`config.mk`:
```
export PLATFORM = sky130hd
export DESIGN_NAME = div_radix2_flat
export DESIGN_NICKNAME = d
export VERILOG_FILES = /design/src/rtl/div_radix2_pkg.sv /design/src/rtl/div_radix2_if.sv /design/src/rtl/div_radix2.sv /design/src/flat_wrapper.sv
export SDC_FILE = /design/constraint.sdc
export NUM_CORES = 1
export LEC_CHECK = 0
export BUFFER_PORTS_ARGS = -buffer_cell sky130_fd_sc_hd__buf_2
export CORE_ASPECT_RATIO = 0.5
export CORE_MARGIN = 2
export CORE_UTILIZATION = 45
export CTS_CLUSTER_DIAMETER = 60
export CTS_CLUSTER_SIZE = 40
export DETAILED_ROUTE_END_ITERATION = 6
export PLACE_DENSITY = 0.66
export RECOVER_POWER = 25
export SLEW_MARGIN = 25
export SYNTH_ARGS = -nofsm -noshare
export SYNTH_HDL_FRONTEND = slang
export SYNTH_SLANG_ARGS = --single-unit
export TNS_END_PERCENT = 5
```
`constraint.sdc`:
```
create_clock -name clk -period 4.2 [get_ports clk]
set_clock_uncertainty 0.2 [all_clocks]
set_input_delay 0.42 -clock clk [delete_from_list [all_inputs] [get_ports clk]]
set_output_delay 0.42 -clock clk [all_outputs]
set_load 0.05 [all_outputs]
```
`src/rtl/div_radix2_pkg.sv`:
```
// ----------------------------------------------------------------------------
// div_radix2_pkg
// Shared definitions for the execute-stage divider and its users.
//   - ALU control codes that select DIV / DIVU in the execute stage
//   - Divider FSM state codes (2 bits)
//   - Ready / not-ready levels seen by the hazard unit
// No ports: this is a package.
// ----------------------------------------------------------------------------
package div_radix2_pkg;

   localparam logic [7:0] DIV_CONTROL  = 8'b0001_1010;
   localparam logic [7:0] DIVU_CONTROL = 8'b0001_1011;

   typedef enum logic [1:0] {
      DIV_IDLE   = 2'b00,
      DIV_BYZERO = 2'b01,
      DIV_ON     = 2'b10,
      DIV_END    = 2'b11
   } divState_t;

   localparam logic DIV_RESULT_READY     = 1'b1;
   localparam logic DIV_RESULT_NOT_READY = 1'b0;

endpackage

```
`src/rtl/div_radix2_if.sv`:
```
// ----------------------------------------------------------------------------
// div_radix2_if
// Groups the divider's request/response signals between the execute stage
// (master) and the divider (slave).
//   start_i      : DIV/DIVU sits in E and is not being flushed
//   signed_div_i : 1 = DIV, 0 = DIVU
//   opdata1_i    : dividend (rs)
//   opdata2_i    : divisor (rt)
//   stall_i      : stallE from the hazard unit
//   annul_i      : flushE / exception flush, aborts the divide
//   result_o     : {remainder (HI), quotient (LO)}
//   ready_o      : result valid, used by the hazard unit to build stall_divE
// ----------------------------------------------------------------------------
interface div_radix2_if #(
   parameter int WIDTH = 32
);

   logic               start_i;
   logic               signed_div_i;
   logic [WIDTH-1:0]   opdata1_i;
   logic [WIDTH-1:0]   opdata2_i;
   logic               stall_i;
   logic               annul_i;
   logic [2*WIDTH-1:0] result_o;
   logic               ready_o;

   // Pipeline side: issues the request and consumes the result.
   modport master (
      output start_i,
      output signed_div_i,
      output opdata1_i,
      output opdata2_i,
      output stall_i,
      output annul_i,
      input  result_o,
      input  ready_o
   );

   // Divider side.
   modport slave (
      input  start_i,
      input  signed_div_i,
      input  opdata1_i,
      input  opdata2_i,
      input  stall_i,
      input  annul_i,
      output result_o,
      output ready_o
   );

endinterface

```
`src/rtl/div_radix2.sv`:
```
// ----------------------------------------------------------------------------
// div_radix2
// Multi-cycle radix-2 restoring divider for DIV/DIVU in the execute stage.
// One quotient bit is produced per cycle; a divide takes WIDTH+1 cycles from
// the start request to ready, a divide by zero takes 2 cycles and yields 0.
// The result is held in END for as long as the pipeline stalls, so other
// stall sources cannot make the divide restart.
// Ports:
//   clk    : system clock, rising edge
//   rst    : synchronous active-high reset
//   divBus : div_radix2_if slave modport (request, operands, stall, annul,
//            result and ready)
// ----------------------------------------------------------------------------
module div_radix2
   import div_radix2_pkg::*;
#(
   parameter int WIDTH = 32
) (
   input logic         clk,
   input logic         rst,
   div_radix2_if.slave divBus
);

   localparam int CNT_W = $clog2(WIDTH + 1);
   localparam logic [CNT_W-1:0] LAST_ITER = CNT_W'(WIDTH - 1);

   divState_t          r_state;
   divState_t          w_nextState;

   logic [CNT_W-1:0]   r_count;
   logic [WIDTH:0]     r_partRem;
   logic [WIDTH-1:0]   r_dividend;
   logic [WIDTH-1:0]   r_divisor;
   logic               r_signedOp;
   logic               r_dividendNeg;
   logic               r_divisorNeg;
   logic [2*WIDTH-1:0] r_result;

   logic [WIDTH-1:0]   w_absDividend;
   logic [WIDTH-1:0]   w_absDivisor;
   logic [WIDTH:0]     w_shift;
   logic [WIDTH:0]     w_sub;
   logic               w_ge;
   logic [WIDTH:0]     w_newRem;
   logic [WIDTH-1:0]   w_quotAbs;
   logic [WIDTH-1:0]   w_quotFix;
   logic [WIDTH-1:0]   w_remFix;
   logic               w_lastIter;

   // Magnitudes of the incoming operands. DIVU operands are already
   // unsigned, so the absolute value is only taken for signed DIV.
   assign w_absDividend = (divBus.signed_div_i && divBus.opdata1_i[WIDTH-1]) ?
                          -divBus.opdata1_i : divBus.opdata1_i;
   assign w_absDivisor  = (divBus.signed_div_i && divBus.opdata2_i[WIDTH-1]) ?
                          -divBus.opdata2_i : divBus.opdata2_i;

   // One restoring step. The dividend register doubles as the quotient
   // register: its MSB feeds the partial remainder and the new quotient bit
   // enters at the LSB. The partial remainder is one bit wider than the
   // operands so the shifted value can never overflow before the compare.
   assign w_shift    = (r_partRem << 1) | {{WIDTH{1'b0}}, r_dividend[WIDTH-1]};
   assign w_sub      = w_shift - {1'b0, r_divisor};
   assign w_ge       = (w_shift >= {1'b0, r_divisor});
   assign w_newRem   = w_ge ? w_sub : w_shift;
   assign w_quotAbs  = {r_dividend[WIDTH-2:0], w_ge};
   assign w_lastIter = (r_count == LAST_ITER);

   // Sign correction applied on the way into the result register: the
   // quotient is negative when the operand signs differ and the remainder
   // follows the dividend. The most-negative / -1 case wraps back to itself.
   assign w_quotFix = (r_signedOp && (r_dividendNeg ^ r_divisorNeg)) ?
                      -w_quotAbs : w_quotAbs;
   assign w_remFix  = (r_signedOp && r_dividendNeg) ?
                      -w_newRem[WIDTH-1:0] : w_newRem[WIDTH-1:0];

   // State register for the divider FSM.
   always_ff @(posedge clk) begin
      if (rst) begin
         r_state <= DIV_IDLE;
      end else begin
         r_state <= w_nextState;
      end
   end

   // Next-state logic. Annul wins over everything but reset so a flushed
   // divide never raises ready. END only leaves once the pipeline stops
   // stalling, which is when the instruction actually moves out of E.
   always_comb begin
      w_nextState = r_state;
      if (divBus.annul_i) begin
         w_nextState = DIV_IDLE;
      end else begin
         case (r_state)
            DIV_IDLE: begin
               if (divBus.start_i) begin
                  if (divBus.opdata2_i == '0) begin
                     w_nextState = DIV_BYZERO;
                  end else begin
                     w_nextState = DIV_ON;
                  end
               end
            end
            DIV_BYZERO: begin
               w_nextState = DIV_END;
            end
            DIV_ON: begin
               if (w_lastIter) begin
                  w_nextState = DIV_END;
               end
            end
            DIV_END: begin
               if (!divBus.stall_i) begin
                  w_nextState = DIV_IDLE;
               end
            end
            default: begin
               w_nextState = DIV_IDLE;
            end
         endcase
      end
   end

   // Datapath registers. Operands are captured once on entry to ON and the
   // live inputs are ignored afterwards. An annul only clears the counter;
   // the previous result stays visible on result_o.
   always_ff @(posedge clk) begin
      if (rst) begin
         r_count       <= '0;
         r_partRem     <= '0;
         r_dividend    <= '0;
         r_divisor     <= '0;
         r_signedOp    <= 1'b0;
         r_dividendNeg <= 1'b0;
         r_divisorNeg  <= 1'b0;
         r_result      <= '0;
      end else if (divBus.annul_i) begin
         r_count <= '0;
      end else begin
         case (r_state)
            DIV_IDLE: begin
               if (divBus.start_i && (divBus.opdata2_i != '0)) begin
                  r_dividend    <= w_absDividend;
                  r_divisor     <= w_absDivisor;
                  r_dividendNeg <= divBus.opdata1_i[WIDTH-1];
                  r_divisorNeg  <= divBus.opdata2_i[WIDTH-1];
                  r_signedOp    <= divBus.signed_div_i;
                  r_partRem     <= '0;
                  r_count       <= '0;
               end
            end
            DIV_BYZERO: begin
               r_result <= '0;
            end
            DIV_ON: begin
               r_partRem  <= w_newRem;
               r_dividend <= w_quotAbs;
               r_count    <= r_count + CNT_W'(1);
               if (w_lastIter) begin
                  r_result <= {w_remFix, w_quotFix};
               end
            end
            default: begin
            end
         endcase
      end
   end

   // Ready is a pure decode of the state register so the hazard unit sees
   // it early in the cycle.
   assign divBus.ready_o  = (r_state == DIV_END) ? DIV_RESULT_READY : DIV_RESULT_NOT_READY;
   assign divBus.result_o = r_result;

endmodule

```
`src/flat_wrapper.sv`:
```
// flat-port wrapper written by rule: the top's interface ports become plain ports
module div_radix2_flat import div_radix2_pkg::*;
#(
   parameter int WIDTH = 32
)
  (clk, rst, divBus_start_i, divBus_signed_div_i, divBus_opdata1_i, divBus_opdata2_i, divBus_stall_i, divBus_annul_i, divBus_result_o, divBus_ready_o);
  div_radix2_if #(.WIDTH(WIDTH)) divBus_i ();
  input logic clk;
  input logic rst;
  input wire logic [$bits(divBus_i.start_i)-1:0] divBus_start_i;
  input wire logic [$bits(divBus_i.signed_div_i)-1:0] divBus_signed_div_i;
  input wire logic [$bits(divBus_i.opdata1_i)-1:0] divBus_opdata1_i;
  input wire logic [$bits(divBus_i.opdata2_i)-1:0] divBus_opdata2_i;
  input wire logic [$bits(divBus_i.stall_i)-1:0] divBus_stall_i;
  input wire logic [$bits(divBus_i.annul_i)-1:0] divBus_annul_i;
  output wire logic [$bits(divBus_i.result_o)-1:0] divBus_result_o;
  output wire logic [$bits(divBus_i.ready_o)-1:0] divBus_ready_o;
  assign divBus_i.start_i = divBus_start_i;
  assign divBus_i.signed_div_i = divBus_signed_div_i;
  assign divBus_i.opdata1_i = divBus_opdata1_i;
  assign divBus_i.opdata2_i = divBus_opdata2_i;
  assign divBus_i.stall_i = divBus_stall_i;
  assign divBus_i.annul_i = divBus_annul_i;
  assign divBus_result_o = divBus_i.result_o;
  assign divBus_ready_o = divBus_i.ready_o;
  div_radix2 #(.WIDTH(WIDTH)) u_core (.clk(clk), .rst(rst), .divBus(divBus_i));
endmodule
```
Word level (Yosys, flattened, before mapping)

Cells that the tools add are included.

Input port bits: 70
Word-level logic and storage cells: 62
Bits in registers: 171

Add/sub/neg operators: 6
Multiplexer cells: 19
Bitwise operators: 3
Eq/ne operators: 8
Order comparisons: 1
Reductions and logical operators: 16

Operators by type and width:

| kind                                                                   | number |
|---|---|
| 32-bit two-way mux                                                     | 7 |
| 32-bit negation                                                        | 4 |
| 32-bit case mux with 2 select lines                                    | 2 |
| 64-bit case mux with 2 select lines                                    | 1 |
| 64-bit two-way mux                                                     | 1 |
| 33-bit by 32-bit greater-or-equal comparator with 1-bit output         | 1 |
| 33-bit by 1-bit bitwise OR with 33-bit output                          | 1 |
| 32-bit zero test                                                       | 1 |
| 32-bit nonzero test                                                    | 1 |
| 32-bit subtractor                                                      | 1 |
| 6-bit case mux with 2 select lines                                     | 1 |
| 3-bit AND reduction                                                    | 4 |
| 2-bit two-way mux                                                      | 4 |
| 2-bit case mux with 4 select lines                                     | 1 |
| 6-bit by 1-bit adder with 6-bit output (second input constant)         | 1 |
| 6-bit by 5-bit equality test with 1-bit output (second input constant) | 1 |
| 6-bit two-way mux                                                      | 1 |
| 1-bit logical AND                                                      | 5 |
| 2-bit equality test (second input constant)                            | 2 |
| 2-bit by 1-bit != test with 1-bit output (second input constant)       | 2 |
| 2-bit != test (second input constant)                                  | 2 |
| 2-bit nonzero test                                                     | 2 |
| 2-bit by 1-bit equality test with 1-bit output (second input constant) | 1 |
| 2-bit zero test                                                        | 1 |
| 5 further kinds                                                        | 5 |

Longest topological paths before layout

Depth after elaboration: 7
Mapped depth: 22
Mapped depth without buffers: 18

Worst setup path after synthesis

OpenSTA, ideal clock, no wires.

Kind: flip-flop to flip-flop
From: reg u_core.r_divisor[6]
To: reg u_core.r_result[54], in the netlist u_core.divBus.result_o[54]
Setup slack: -0.340 ns
Stages on the path, launching flop included: 22
Arrival time: 4.223 ns
Period minus slack after synthesis: 4.540 ns
Cells stage by stage: dfxtp_1 > inv_1 > ha_1 > buf_4 > a211o_1 > a21o_1 > a22o_1 > o21ai_2 > a31oi_4 > inv_2 > clkbuf_8 > buf_2 > buf_1 > nand2_1 > o21ai_0 > inv_1 > ha_1 > nor3b_1 > a21oi_1 > and4b_1 > or3_1 > a32o_1

Word-level cells in the longest chain between the ends: 6
Elaborated cells on any way between the ends: 7

RTL lines:

| element                                                                                             | line                               | RTL |
|---|---|---|
| start, declared                                                                                     | div_radix2.sv:33                   | `logic [WIDTH-1:0] r_divisor;` |
| start signal, assigned                                                                              | div_radix2.sv:143                  | `r_divisor <= w_absDivisor;` |
| 32-bit subtractor or 33-bit by 32-bit greater-or-equal comparator with 1-bit output (tied branches) | div_radix2.sv:62, div_radix2.sv:63 |  |
| 32-bit two-way mux (*)                                                                              | div_radix2.sv:64                   | `assign w_newRem = w_ge ? w_sub : w_shift;` |
| 32-bit negation                                                                                     | div_radix2.sv:74                   | `-w_newRem[WIDTH-1:0] : w_newRem[WIDTH-1:0];` |
| 32-bit two-way mux (*)                                                                              | div_radix2.sv:73                   | `assign w_remFix = (r_signedOp && r_dividendNeg) ?` |
| 64-bit two-way mux (*)                                                                              | div_radix2.sv:158                  | `if (w_lastIter) begin` |
| 64-bit case mux with 2 select lines (*)                                                             | div_radix2.sv:139                  | `case (r_state)` |
| end signal, assigned                                                                                | div_radix2.sv:159                  | `r_result <= {w_remFix, w_quotFix};` |
| end, declared                                                                                       | div_radix2.sv:37                   | `logic [2*WIDTH-1:0] r_result;` |

Every way passes the cells marked *; elsewhere a longest branch is shown, timed or not. The select of a mux whose other input is x is not followed.
A chain may end at the register's enable or synchronous reset.

Final worst setup path

From: reg u_core.r_dividend[31]
To: reg u_core.r_result[54], in the netlist u_core.divBus.result_o[54]

Word-level cells in the longest chain between the ends: 7
Elaborated cells on any way between the ends: 8

RTL lines:

| element                                                                                             | line                               | RTL |
|---|---|---|
| start, declared                                                                                     | div_radix2.sv:32                   | `logic [WIDTH-1:0] r_dividend;` |
| start signal, assigned                                                                              | div_radix2.sv:142                  | `r_dividend <= w_absDividend;` |
| start signal, assigned                                                                              | div_radix2.sv:156                  | `r_dividend <= w_quotAbs;` |
| 33-bit by 1-bit bitwise OR with 33-bit output (*)                                                   | div_radix2.sv:61                   | `assign w_shift = (r_partRem << 1) \| {{WIDTH{1'b0}}, r_dividend[WIDTH-1]};` |
| 32-bit subtractor or 33-bit by 32-bit greater-or-equal comparator with 1-bit output (tied branches) | div_radix2.sv:62, div_radix2.sv:63 |  |
| 32-bit two-way mux (*)                                                                              | div_radix2.sv:64                   |  |
| 32-bit negation                                                                                     | div_radix2.sv:74                   |  |
| 32-bit two-way mux (*)                                                                              | div_radix2.sv:73                   |  |
| 64-bit two-way mux (*)                                                                              | div_radix2.sv:158                  |  |
| 64-bit case mux with 2 select lines (*)                                                             | div_radix2.sv:139                  |  |

Marked as above.

==> impl_results.md <==
* Synth area leaders: dfxtp_1 (29%), nand2_1 (6.8%), a21oi_1 (6.1%)
* Reg2reg start: u_core.r_dividend[31]
* Outcome: finished, final reports clean
* Post-synth top area cell: dfxtp_1
* Initial antenna violation count at 0
* Final slew viol count at 0
* Htree depth at 4
* Post-synth EDFFs at 0
* Crit path time final at 4.06 ns
* Reg power frac at 37.1%
* Setup violators final at 0
* Via-to-Cell Ratio at 5.76
* CP Launch Point: u_core.r_dividend[31]
* Crit Path Max Fanout at 6
* Crit path buf inv count at 4
* Critical path type: register to register
* Final worst-path cycle share at 96.7%
* PortBufs at 134
* Die width at 234 um
* Cell count after synthesis at 1612
* DRC errors left at 0
* DR pass1 iterations at 5
* Slew headroom at 35.4%
* DP HPWL at 27900 um
* Top cell type's share of synthesized area at 28.8%
* Worst hold margin at 0.0698 ns
* Share of cells above drive strength 1 at 13.8%
* Switching share of power at 32.8%
* Util after Layout at 52.8%
* Die Y-Extent at 119 um
* Post-synthesis sequential area ratio at 28.8%
* Crit path DAT at 4.21 ns
* Synth Net Count at 1724
* Pwr dens at 336 nW/um^2
* CP Capture Type: register
* Clk_lat worst skew at 0.45 ns
* RSZ-0062 raised after global routing: true
* CP cell instances: inv_1 > ha_1 > inv_1 > fa_2 > a21o_4 > a221oi_4 > buf_4 > o211ai_1 > a21oi_1 > o21ai_0 > xor2_1 > o41ai_2 > buf_4 > and4b_2 > or3_1 > a32o_1
* Setup TNS at 0 ns
* MaxCap Viol Count at 0
* Non-filler cells, final at 2107
* Hold wc startpoint: divBus_opdata2_i[0]
* Area delta synth->final at 16.4%
* Async S/R FF share, synth at 0%
* Inserted Diodes at 0
* Nets@finish at 1854
* Crit-path leading delay family: compound AO/OA/AOI/OAI gates
* Rows at 42
* Slew of the pin with the lowest slew margin at 0.969 ns
* GRT Util Overall at 27.1%
* Vias in the first global route at 11000
* Die ar. at 27800 sq um
* Synth top cells by count: nand2_1 (214), nor2_1 (179), dfxtp_1 (171)
* HP Class: primary input to register
* Comb power frac at 24.7%
* Setup slack, reg-to-reg at 0.14 ns
* Internal power at 0.00313 W
* Final hold vios at 0
* Synthesized area at 11900 sq um
* Slowest CP cell: or3_1
* CTS Sinks at 171
* Initial DRC count at 1241
* Drt wl/cell at 17.9 um
* Commonest register cell after synthesis: dfxtp_1
* Max VDD drop at 0.302 mV
* Total Wirelength at 37800 um
* Cells after DPL at 2073
* Post-synthesis register bit count at 171
* CTS buffer count at 17
* Starting Density at 45.4%
* Largest net degree at the start of global routing at 77
* RD Place Congestion at 0.955
* Io pins at 135
* Clock Power Share at 38.2%
* Reg clk slew, reported paths at 0.07 ns
* CP max stage delay at 0.37 ns
* Post-synth cell types at 87
* TritonCTS clock tree: done
* Count leader, synth: nand2_1
* DRT antenna net count at 0
* Sw power at 0.00152 W
* First-pass GRT wire length at 59700 um
* CTS root buf: clkbuf_16
* Critical path required time at 4.35 ns
* Grt total ovfl at 0
* Vias at 12100
* Peak Freq at 246 MHz
* Clock Tree Buf Depth at 2
* Static leakage at 5.40 nW
* YS warnings at 0
* Avg Inst Size Synth at 7.38 sq um
* Core footprint at 26200 sq um
* CP startpoint kind: register
==> final timing paths <==
path                                                    to  cells past startpoint
worst max-delay path            u_core.divBus.result_o[54]                     16
worst min-delay path                   u_core.r_divisor[0]                      3
worst max register to register  u_core.divBus.result_o[54]                     16
worst min register to register  u_core.divBus.result_o[58]                      2
==> area by class of cell <==
class,count,area [sq um]
sequential,171,3420
inverter,56,210
tap,352,440
clock inverter,13,201
clock buffer,19,443
fill,2634,12400
timing repair buffer,212,1200
multi-input combinational,1284,7930
==> cells by family (layout without fill, tap and decap cells) <==
family / count (synthesis) / count (layout) / synth area share, %
AOI/OAI and AO/OA: 466 / 466 / 25.3
muxes: 17 / 17 / 1.45
DFF: 171 / 171 / 28.8
and+or+nand+nor: 621 / 621 / 24.1
xor gates and xnor gates: 138 / 138 / 10.2
adders and majority gates: 42 / 42 / 4.48
buffers and inverters: 157 / 300 / 5.66
==> state kept, by name, summed over array words and instances (netlist names) <==
name,count
u_core.divBus.result_o,64
u_core.r_dividend,32
u_core.r_divisor,32
u_core.r_partRem,32
u_core.r_count,6
u_core.r_state,2
u_core.r_dividendNeg,1
u_core.r_divisorNeg,1
u_core.r_signedOp,1
==> power by group through the flow <==
| stage | registers [W] | clock network, W | logic [W] |
|---|---|---|---|
| finish | 0.00172 | 0.00178 | 0.00115 |
| global route | 0.00173 | 0.00186 | 0.00125 |
| CTS | 0.00172 | 0.00179 | 0.00111 |
| detailed placement | 0.00176 | 0 | 0.00110 |
| global placement | 0.00176 | 0 | 0.00110 |
| floorplan | 0.00175 | 0 | 0.000770 |
==> stage by stage <==
step	setup WS (ns)	area, sq um	total power [W]
2_1_floorplan	-0.0499	11900	0.00252
3_3_place_gp	0.0566	13200	0.00286
3_5_place_dp	0.0529	13200	0.00286
4_1_cts	0.00700	13800	0.00462
5_1_grt	-0.0933	13800	0.00484
6_report	0.137	13800	0.00465
==> tightest hold or removal path, delay by kind of cell <==
| family | cells | cell delay (ns) |
|---|---|---|
| buffers and inverters | 1 | 0.12 |
| muxes | 1 | 0.08 |
| and+or+nand+nor | 1 | 0.07 |
==> what timing repair did <==
action,4_1_cts,5_1_grt
endpoints found under the setup margin,0,21
hold buffers,0,0
buffers inserted,0,2
gates resized for setup,0,21
==> per-layer routing <==
layer | up-vias | part of all wire, % | GRT usage (%)
met2 | 385 | 44 | 41.4
met1 | 5713 | 48 | 39.3
li1 | 5994 | - | -
met4 | 0 | 1.9 | 7.32
met3 | 43 | 6.1 | 4.48
met5 | - | 0 | 0
==> layout by cell type (no fill, tap or decap), drive strengths merged, types with 29 or more instances in the layout <==
cell type | Yosys | layout
ha | 41 | 41
inv | 56 | 62
dfxtp | 171 | 171
xor2 | 60 | 60
nor3 | 43 | 43
nand3 | 46 | 46
xnor2 | 78 | 78
buf | 34 | 154
or3 | 29 | 29
nor2 | 179 | 179
a22oi | 30 | 30
nand2 | 214 | 214
clkbuf | 65 | 77
o21ai | 104 | 104
a21oi | 147 | 147
a211oi | 55 | 55
Power figures use the tool's default switching activity.
